--- src/rtl/svc_rv_stall_ctrl.sv ---
// Central stall/flush scheduler: merges mem-wait, multi-cycle EX, redirect and hazard stalls.
// Optional performance counters are built when SVC_RV_PERF_EN is defined. dbg_state: 0 RUN, 1 MC_BUSY, 2 MC_DONE_WAIT.
module svc_rv_stall_ctrl #(
  parameter int CNT_WIDTH = 32
) (
  input  logic                 clk,
  input  logic                 rst_n,
  input  logic                 hazard_stall,
  input  logic                 redirect,
  input  logic                 mc_req,
  input  logic                 mc_done,
  input  logic                 dmem_busy,
  output logic                 mc_start,
  output logic                 pc_stall,
  output logic                 if_id_stall,
  output logic                 id_ex_stall,
  output logic                 ex_mem_stall,
  output logic                 if_id_flush,
  output logic                 id_ex_flush,
  output logic                 ex_mem_flush,
  output logic                 mem_wb_flush,
`ifdef SVC_RV_PERF_EN
  output logic [CNT_WIDTH-1:0] stall_mem_cnt,
  output logic [CNT_WIDTH-1:0] stall_mc_cnt,
  output logic [CNT_WIDTH-1:0] stall_hz_cnt,
  output logic [CNT_WIDTH-1:0] flush_cnt,
`endif
  output logic [1:0]           dbg_state
);

  typedef enum logic [1:0] {
    RUN          = 2'd0,
    MC_BUSY      = 2'd1,
    MC_DONE_WAIT = 2'd2
  } state_t;

  state_t state, state_nxt;

  logic win_mem, win_mc, win_rd, win_hz;

  if (CNT_WIDTH < 1) begin : g_bad_cnt_width
    $error("CNT_WIDTH must be at least 1");
  end

  always_ff @(posedge clk) begin
    if (!rst_n) state <= RUN;
    else        state <= state_nxt;
  end

  assign dbg_state = state;

  always_comb begin
    state_nxt = state;
    mc_start  = 1'b0;
    case (state)
      RUN: begin
        if (mc_req && !dmem_busy) begin
          mc_start  = 1'b1;
          state_nxt = MC_BUSY;
        end
      end
      MC_BUSY: begin
        if (mc_done) state_nxt = dmem_busy ? MC_DONE_WAIT : RUN;
      end
      MC_DONE_WAIT: begin
        if (!dmem_busy) state_nxt = RUN;
      end
      default: state_nxt = RUN;
    endcase
  end

  // Exactly one priority level wins per cycle; redirect is only honoured while EX is free (RUN).
  always_comb begin
    win_mem = 1'b0;
    win_mc  = 1'b0;
    win_rd  = 1'b0;
    win_hz  = 1'b0;
    if (dmem_busy)
      win_mem = 1'b1;
    else if ((state == MC_BUSY && !mc_done) || (state == RUN && mc_req))
      win_mc = 1'b1;
    else if (redirect && state == RUN)
      win_rd = 1'b1;
    else if (hazard_stall)
      win_hz = 1'b1;
  end

  always_comb begin
    pc_stall     = win_mem | win_mc | win_hz;
    if_id_stall  = win_mem | win_mc | win_hz;
    id_ex_stall  = win_mem | win_mc;
    ex_mem_stall = win_mem;
    if_id_flush  = win_rd;
    id_ex_flush  = win_rd | win_hz;
    ex_mem_flush = win_mc;
    mem_wb_flush = win_mem;
  end

`ifdef SVC_RV_PERF_EN
  always_ff @(posedge clk) begin
    if (!rst_n) begin
      stall_mem_cnt <= '0;
      stall_mc_cnt  <= '0;
      stall_hz_cnt  <= '0;
      flush_cnt     <= '0;
    end else begin
      if (win_mem) stall_mem_cnt <= stall_mem_cnt + 1'b1;
      if (win_mc)  stall_mc_cnt  <= stall_mc_cnt + 1'b1;
      if (win_hz)  stall_hz_cnt  <= stall_hz_cnt + 1'b1;
      if (win_rd)  flush_cnt     <= flush_cnt + 1'b1;
    end
  end
`endif

endmodule

--- config.mk ---
export PLATFORM = sky130hd
export DESIGN_NAME = svc_rv_stall_ctrl
export DESIGN_NICKNAME = d
export VERILOG_FILES = /design/src/rtl/svc_rv_stall_ctrl.sv
export SDC_FILE = /design/constraint.sdc
export NUM_CORES = 1
export LEC_CHECK = 0
export CELL_PAD_IN_SITES_DETAIL_PLACEMENT = 0
export CELL_PAD_IN_SITES_GLOBAL_PLACEMENT = 1
export CORE_AREA = 3 3 40 42
export DETAILED_ROUTE_END_ITERATION = 6
export DIE_AREA = 0 0 43 45
export PLACE_DENSITY = 0.7
export SYNTH_ARGS = -nofsm -noshare
export SYNTH_HDL_FRONTEND = slang
export SYNTH_SLANG_ARGS = --single-unit
export TNS_END_PERCENT = 20
--- constraint.sdc ---
create_clock -name clk -period 1.7 [get_ports clk]
set_clock_uncertainty 0.2 [all_clocks]
set_input_delay 0.425 -clock clk [delete_from_list [all_inputs] [get_ports clk]]
set_output_delay 0.425 -clock clk [all_outputs]
set_load 0.03 [all_outputs]
-- Word-level counts from Yosys, hierarchy flattened
Index checks and enable logic that the tools add are counted.
- register bits after elaboration: 2
- input port bits: 7
- word-level logic and storage cells: 35
- reductions and logical operators: 9
- muxes and demuxes: 17
- bitwise gates (word level): 3
- equal/unequal tests: 5
- operator list (operator ; count):
    1-bit two-way mux ; 12
    2-bit two-way mux ; 4
    2-bit inequality test, second input constant ; 3
    2-bit one-hot mux with 3 select lines ; 1
    1-bit logical AND ; 4
    1-bit bitwise OR ; 3
    3-bit AND reduction ; 1
    2-bit by 1-bit equality test with 1-bit output, second input constant ; 1
    2-bit equality test, second input constant ; 1
    1-bit zero test ; 2
    2-bit zero test ; 1
    1-bit logical OR ; 1

-- Depth between registers and ports, before layout
Gate-level depths: netlist of the first run.
- depth in word-level cells: 7
- depth in mapped cells: 4
- depth with buffers taken out: 3

-- Least setup slack after synthesis of the first run
No wires, ideal clock.
- kind: reg-to-output
- start point: register state[0] (netlist: dbg_state[0])
- end point: output port if_id_flush
- arrival: 1607 ps
- stages on the path, launching flop included: 3
- setup slack: -532 ps
- cell sequence: dfxtp_1 nor2_1 nor4bb_1
- cells in the longest elaborated chain, start to end: 5
- RTL lines (item ; line ; text):
    start, declared ; 37 ; state_t state, state_nxt;
    start signal, assigned ; 47 ; else state <= state_nxt;
    2-bit zero test / 2-bit by 1-bit equality test with 1-bit output (equally long branches) ; 80, 82 ;
    1-bit logical AND (on tied branches) ; 82, 80 ;
    1-bit two-way mux / 1-bit logical OR (equally long branches) ; 82, 80 ;
    1-bit two-way mux * ; 80 ; else if ((state == MC_BUSY && !mc_done) || (state == RUN && mc_req))
    1-bit two-way mux * ; 78 ; if (dmem_busy)
    end, declared ; 18 ; output logic if_id_flush,
Every way passes the cells marked *; elsewhere a longest branch is shown, timed or not.

-- Final worst setup path of the first run
- start point: register state[0] (netlist: dbg_state[0])
- end point: output port pc_stall
- cells in the longest elaborated chain, start to end: 7
- RTL lines (item ; line ; text):
    2-bit by 1-bit equality test with 1-bit output / 2-bit zero test (equally long branches) ; 80, 82 ;
    1-bit logical AND ; 80 ;
    1-bit logical OR ; 80 ;
    1-bit two-way mux ; 80 ;
    1-bit two-way mux ; 78 ;
    1-bit bitwise OR ; 89 ; pc_stall = win_mem | win_mc | win_hz;
    1-bit bitwise OR * ; 89 ;
    end, declared ; 14 ; output logic pc_stall,
Marked as above.

==> impl_metrics.ini, run 1 <==
[synthesis]
synth-edff-count = 0
async_flop_share_pct = 0
synth.avg_cell_area_um2 = 7.61
ys_ff_latch = 2
synth_area_leaders = dfxtp_1 (22%), buf_4 (12%), a21oi_1 (8.2%)
synth_top_cell_by_area = dfxtp_1
synthesis.nets = 31
netlist_instances = 24
yosys_warnings = 0
ys_types = 16
synthDominantCellAreaShare_pct = 21.9
ys.flop_type = dfxtp_1
synth_area_um2 = 183
synthTopCellsByCount = a21oi_1 (3), buf_4 (3), nor2_1 (3), dfxtp_1 (2), nand2_1 (2)
synth_seq_area_share_pct = 21.9

[pwr]
irDropWorstVdd_mv = 0.277
seq_power_share_pct = 17.5
p_comb_share_pct = 43.9
pwr_density_cell_nw_per_um2 = 626
p_switching_uw = 97.8
p_leak_nw = 0.224
intPower_uw = 202
sw_frac_of_total_pct = 32.6
clkPwrFrac_pct = 38.6

[timing]
hold_violations = 0
relSlewSlack_pct = 86.3
setup_viol = 7
worst_slew_pin_slew_ns = 0.204
fin_ws_ns = -0.226
tns_ns = -1.13
rsz0062_at_grt = true
min_period_over_period_pct = 113
hold_slack_ns = 0.393
fmax_mhz = 519
min_period_ns = 1.93
slew_viol_final = 0

[clocking]
clkTransAtPathRegs_ns = 0.04
hold_buffers = 0
tritoncts = yes
cts_sinks = 2
clock_latency_ns = 0.23
cts_made_buffers = 3
clockRootBuffer = clkbuf_4
htreeDepth = 1
clock_path_buffers = 2

[routing]
wire_per_inst_um = 10.1
wirelength_um = 656
ant_nets = 0
via_count = 259
viasPerCell = 3.98
dr.pass1.iters = 2
drt-initial-drc-count = 3
drcViolationCount = 0

[floorplan]
num_rows = 13
fp.dieW_um = 43
initial_utilization_pct = 14.2
ioPinCount = 18
core_area_um2 = 1280
die_area_um2 = 1940
die_h_um = 45

[worst_setup_path]
startpoint_type = flop
cp-end-kind = primary output
criticalPathCategory = flop to primary output
cp_max_fo = 4
arrival_ns = 1.30
required_ns = 1.07

[global_routing]
grt_start_max_net_pins = 10
grt_pass1_vias = 259
antenna_found_initial = 0
grtUsageTotal_pct = 8.06
overflow = 0
grt_first_pass_wirelength_um = 1080

[status]
failed_checks = negative setup slack
status = finished, violations left

[layout]
stdcell_count = 65
diodes = 0
drive_above_1_share_pct = 70.0
nNetsFinal = 58
largest_reg_flops = 2
syn_to_final_growth_pct = 162

[place]
io_buffers = 17
dp.cells = 60
dp_hpwl_um = 517
gp_congestion = 0.622

[hold_path]
holdCritPathClass = input port to flop

[job]
drv_cap = 0
[power groups by stage]
stage / Combinational (mW) / Clock, mW / Sequential [mW]
4_1_cts: 0.128 / 0.124 / 0.0520
2_1_floorplan: 0.0592 / 0 / 0.0561
3_3_place_gp: 0.118 / 0 / 0.0514
5_1_grt: 0.140 / 0.129 / 0.0530
6_report: 0.132 / 0.116 / 0.0526
3_5_place_dp: 0.118 / 0 / 0.0515
[critical path: stages (launching register included)]
cell and delay [ns]:
dfxtp_4 0.36, nor2_4 0.11, a211oi_2 0.05, buf_4 0.15, a211o_4 0.27, buf_6 0.14
[path summary, 6_finish.rpt]
check | start | end | slack, ns | cells past startpoint
worst max-delay path | dbg_state[0] | pc_stall | -0.23 | 5
worst min-delay path | dmem_busy | dbg_state[1] | 0.39 | 4
worst max register to register | dbg_state[0] | dbg_state[0] | 0.54 | 4
worst min register to register | dbg_state[1] | dbg_state[0] | 0.42 | 2
[cell usage in the layout (no fill, tap or decap), types with 2 or more instances in the layout]
| cell | netlist | layout |
|---|---|---|
| buf_6 | 0 | 6 |
| buf_2 | 0 | 3 |
| buf_4 | 3 | 13 |
| nor2_4 | 0 | 2 |
| clkbuf_4 | 0 | 3 |
| dlygate4sd2_1 | 0 | 2 |
| a21oi_1 | 3 | 3 |
| nand2_1 | 2 | 2 |
[logic make-up (layout without fill, tap and decap cells)]
logic type | after synthesis | in the layout | synth area share (%)
AOI/OAI and AO/OA | 5 | 5 | 19.9
buffers and inverters | 3 | 29 | 12.3
DFF | 2 | 2 | 21.9
and+or+nand+nor | 14 | 14 | 45.9
[timing repair]
item,in CTS,in global routing
setup buffers,0,1
endpoints found under the setup margin,9,7
hold endpoints to repair,0,0
pin swaps,4,4
resized for setup,31,2
[metrics by stage]
step	util [%]	instance area, um2	power [mW]	setup slack (ns)
after CTS	36.0	463	0.304	-0.255
after detailed placement	31.7	408	0.170	-0.814
final	37.3	479	0.300	-0.226
after global routing	37.3	479	0.323	-0.274
after floorplan	-	214	0.115	-0.120
after global placement	31.7	408	0.169	-0.817
[layer usage]
layer / global-route usage, % / vias up / part of all wire, %
met1: 8.63 / 113 / 41
met5: 0 / - / 0
met2: 12.0 / 9 / 50
met3: 4.78 / 2 / 8.5
li1: - / 135 / -
met4: 5.42 / 0 / 1.1
[area by class of cell]
class / instances / area (um2)
Fill cell: 144 / 806
Timing Repair Buffer: 25 / 208
Multi-Input combinational cell: 19 / 181
Sequential cell: 2 / 45.0
Clock buffer: 4 / 26.3
Tap cell: 15 / 18.8
Power figures use the tool's default switching activity.
==> inputs of run 2 (changes only) <==
--- a/config.mk
+++ b/config.mk
@@ -5,7 +5,7 @@
 export SDC_FILE = /design/constraint.sdc
 export NUM_CORES = 1
 export LEC_CHECK = 0
-export CELL_PAD_IN_SITES_DETAIL_PLACEMENT = 0
+export CELL_PAD_IN_SITES_DETAIL_PLACEMENT = 1
 export CELL_PAD_IN_SITES_GLOBAL_PLACEMENT = 1
 export CORE_AREA = 3 3 40 42
 export DETAILED_ROUTE_END_ITERATION = 6
==> run 2 against run 1 <==
Compared with the run above:
- largest power group unchanged
- worst hold slack lost 0.0048 ns
- critical endpoint unchanged
- sequential share of layout area grew 0.20 points
- register-to-register slack lost 0.03 ns
- critical path depth is the same
- clock-buffer cell count is the same
- largest cell class unchanged
- combinational power is essentially flat
- flip-flop and latch count is the same
- the flow still finishes with violations (negative setup slack)
==> impl_metrics.ini, run 2 (same netlist as run 1, synthesis figures left out) <==
[pwr]
p_leak_nw = 0.211
intPower_uw = 199
p_switching_uw = 99.6
pwr_density_cell_nw_per_um2 = 637
clkPwrFrac_pct = 38.7
irDropWorstVdd_mv = 0.250
power_uw = 299
seq_power_share_pct = 17.7
sw_frac_of_total_pct = 33.3
p_comb_share_pct = 43.6

[place]
placed_area_um2 = 408
pre_cts_slack_ns = -0.832
gp_congestion = 0.622
dp_hpwl_um = 587
io_buffers = 17

[clocking]
clkTransAtPathRegs_ns = 0.03
tritoncts = yes
cts_sinks = 2
htreeDepth = 1
clock_path_buffers = 2
clock_latency_ns = 0.23
cts_made_buffers = 3
clockRootBuffer = clkbuf_4

[hold_path]
whs_endpoint = dbg_state[1]
whs_path_depth = 4
holdCritPathClass = input port to flop
worstHoldStart = dmem_busy

[routing]
wire_per_inst_um = 11.6
ant_nets = 0
drcViolationCount = 0
drt-initial-drc-count = 2
dr.pass1.iters = 2
via_count = 259
viasPerCell = 4.05
wirelength_um = 744

[worst_setup_path]
max_stage_delay_ns = 0.36
required_ns = 1.07
cp_max_fo = 4
worst_r2r_path_depth = 4
criticalPathCategory = flop to primary output
crit_family = flip-flops
ff2ff_setup_slack_ns = 0.51
arrival_ns = 1.30
cp_slowest_cell = dfxtp_4
cp-end-kind = primary output
cp_cell_sequence = nor2_4, a211oi_4, buf_6, a211o_4, buf_6
crit_top_cell = buf_6
worst-path-buf-inv = 2
rr_startpoint = dbg_state[0]
worst_r2r_endpoint = dbg_state[0]
startpoint_type = flop

[global_routing]
grt_first_pass_wirelength_um = 1250
overflow = 0
antenna_found_initial = 0
grt_start_max_net_pins = 10
grtUsageTotal_pct = 8.97
grt_pass1_vias = 284

[job]
drv_cap = 0

[timing]
fin_ws_ns = -0.225
setup_viol = 7
slew_viol_final = 0
rsz0062_at_grt = true
worst_slew_pin_slew_ns = 0.255
hold_violations = 0
min_period_ns = 1.92
relSlewSlack_pct = 82.9
fmax_mhz = 520
min_period_over_period_pct = 113
hold_slack_ns = 0.388

[layout]
nNetsFinal = 57
largest_reg_flops = 2
drive_above_1_share_pct = 69.4
syn_to_final_growth_pct = 157
layout.cells.most_common = buf_4
final_util_pct = 36.5
most-common-layout-cells = buf_4 (11), buf_6 (7), a21oi_1 (3), clkbuf_4 (3), buf_2 (3)
diodes = 0
fin_area_um2 = 469
fillers = 166

[floorplan]
fp.dieW_um = 43
num_rows = 13
initial_utilization_pct = 14.2
die_h_um = 45
die_area_um2 = 1940
core_area_um2 = 1280
ioPinCount = 18

[status]
status = finished, violations left
failed_checks = negative setup slack
run 2: cell types whose count changed in the layout (fill, tap and decap cells not counted), sizes merged:
cell	previous run	this run
buf	22	21
run 2: final cells by class:
type	instances	area, um2	share of cell area (%)
Sequential cell	2	45.0	9.60
Clock buffer	4	26.3	5.60
Multi-Input combinational cell	19	175	37.3
Timing Repair Buffer	24	204	43.5
Tap cell	15	18.8	4.00
run 2: repair_timing:
item                                    4_1_cts  5_1_grt
hold buffers                                  0        0
buffers inserted                              0        0
endpoints found under the setup margin        9        7
gates resized for setup                      30        3
pin swaps                                     4        3
run 2: how the worst max path moves through the flow:
| stage | cells past startpoint | slack, ns | endpoint | startpoint |
|---|---|---|---|---|
| 6_report | 5 | -0.22 | pc_stall | dbg_state[0] |
| 5_1_grt | 5 | -0.27 | ex_mem_flush | dbg_state[0] |
| 3_5_place_dp | 5 | -0.83 | id_ex_flush | mc_req |
| 4_1_cts | 5 | -0.26 | pc_stall | dbg_state[0] |
| 2_1_floorplan | 2 | -0.12 | if_id_flush | dbg_state[0] |
| 3_3_place_gp | 5 | -0.82 | id_ex_flush | mc_req |
run 2: per-stage QoR:
stage / std cells / TNS (ns)
after global routing: 64 / -1.40
final: 64 / -1.04
after CTS: 64 / -1.24
after floorplan: 24 / -0.275
after detailed placement: 60 / -4.47
after global placement: 60 / -4.30
run 2: worst register-to-register path: cells and delay by family, from the launching register on:
family | cells | cell delay [ns]
buf+inv | 1 | 0.16
compound gates | 1 | 0.05
simple gates | 2 | 0.31
flops | 1 | 0.38
run 2: routing by layer:
metal | vias to the layer above | global-route usage, % | part of all wire, %
met5 | - | 0 | 0
met4 | 0 | 7.23 | 0
met3 | 0 | 2.39 | 7.7
met2 | 9 | 14.1 | 53
met1 | 119 | 10.3 | 39
li1 | 131 | - | -
run 2: power groups by stage:
stage	logic [mW]	registers [mW]	clock network [mW]
2_1_floorplan	0.0592	0.0561	0
3_3_place_gp	0.118	0.0514	0
3_5_place_dp	0.120	0.0516	0
4_1_cts	0.126	0.0521	0.122
5_1_grt	0.140	0.0529	0.128
6_report	0.130	0.0528	0.116
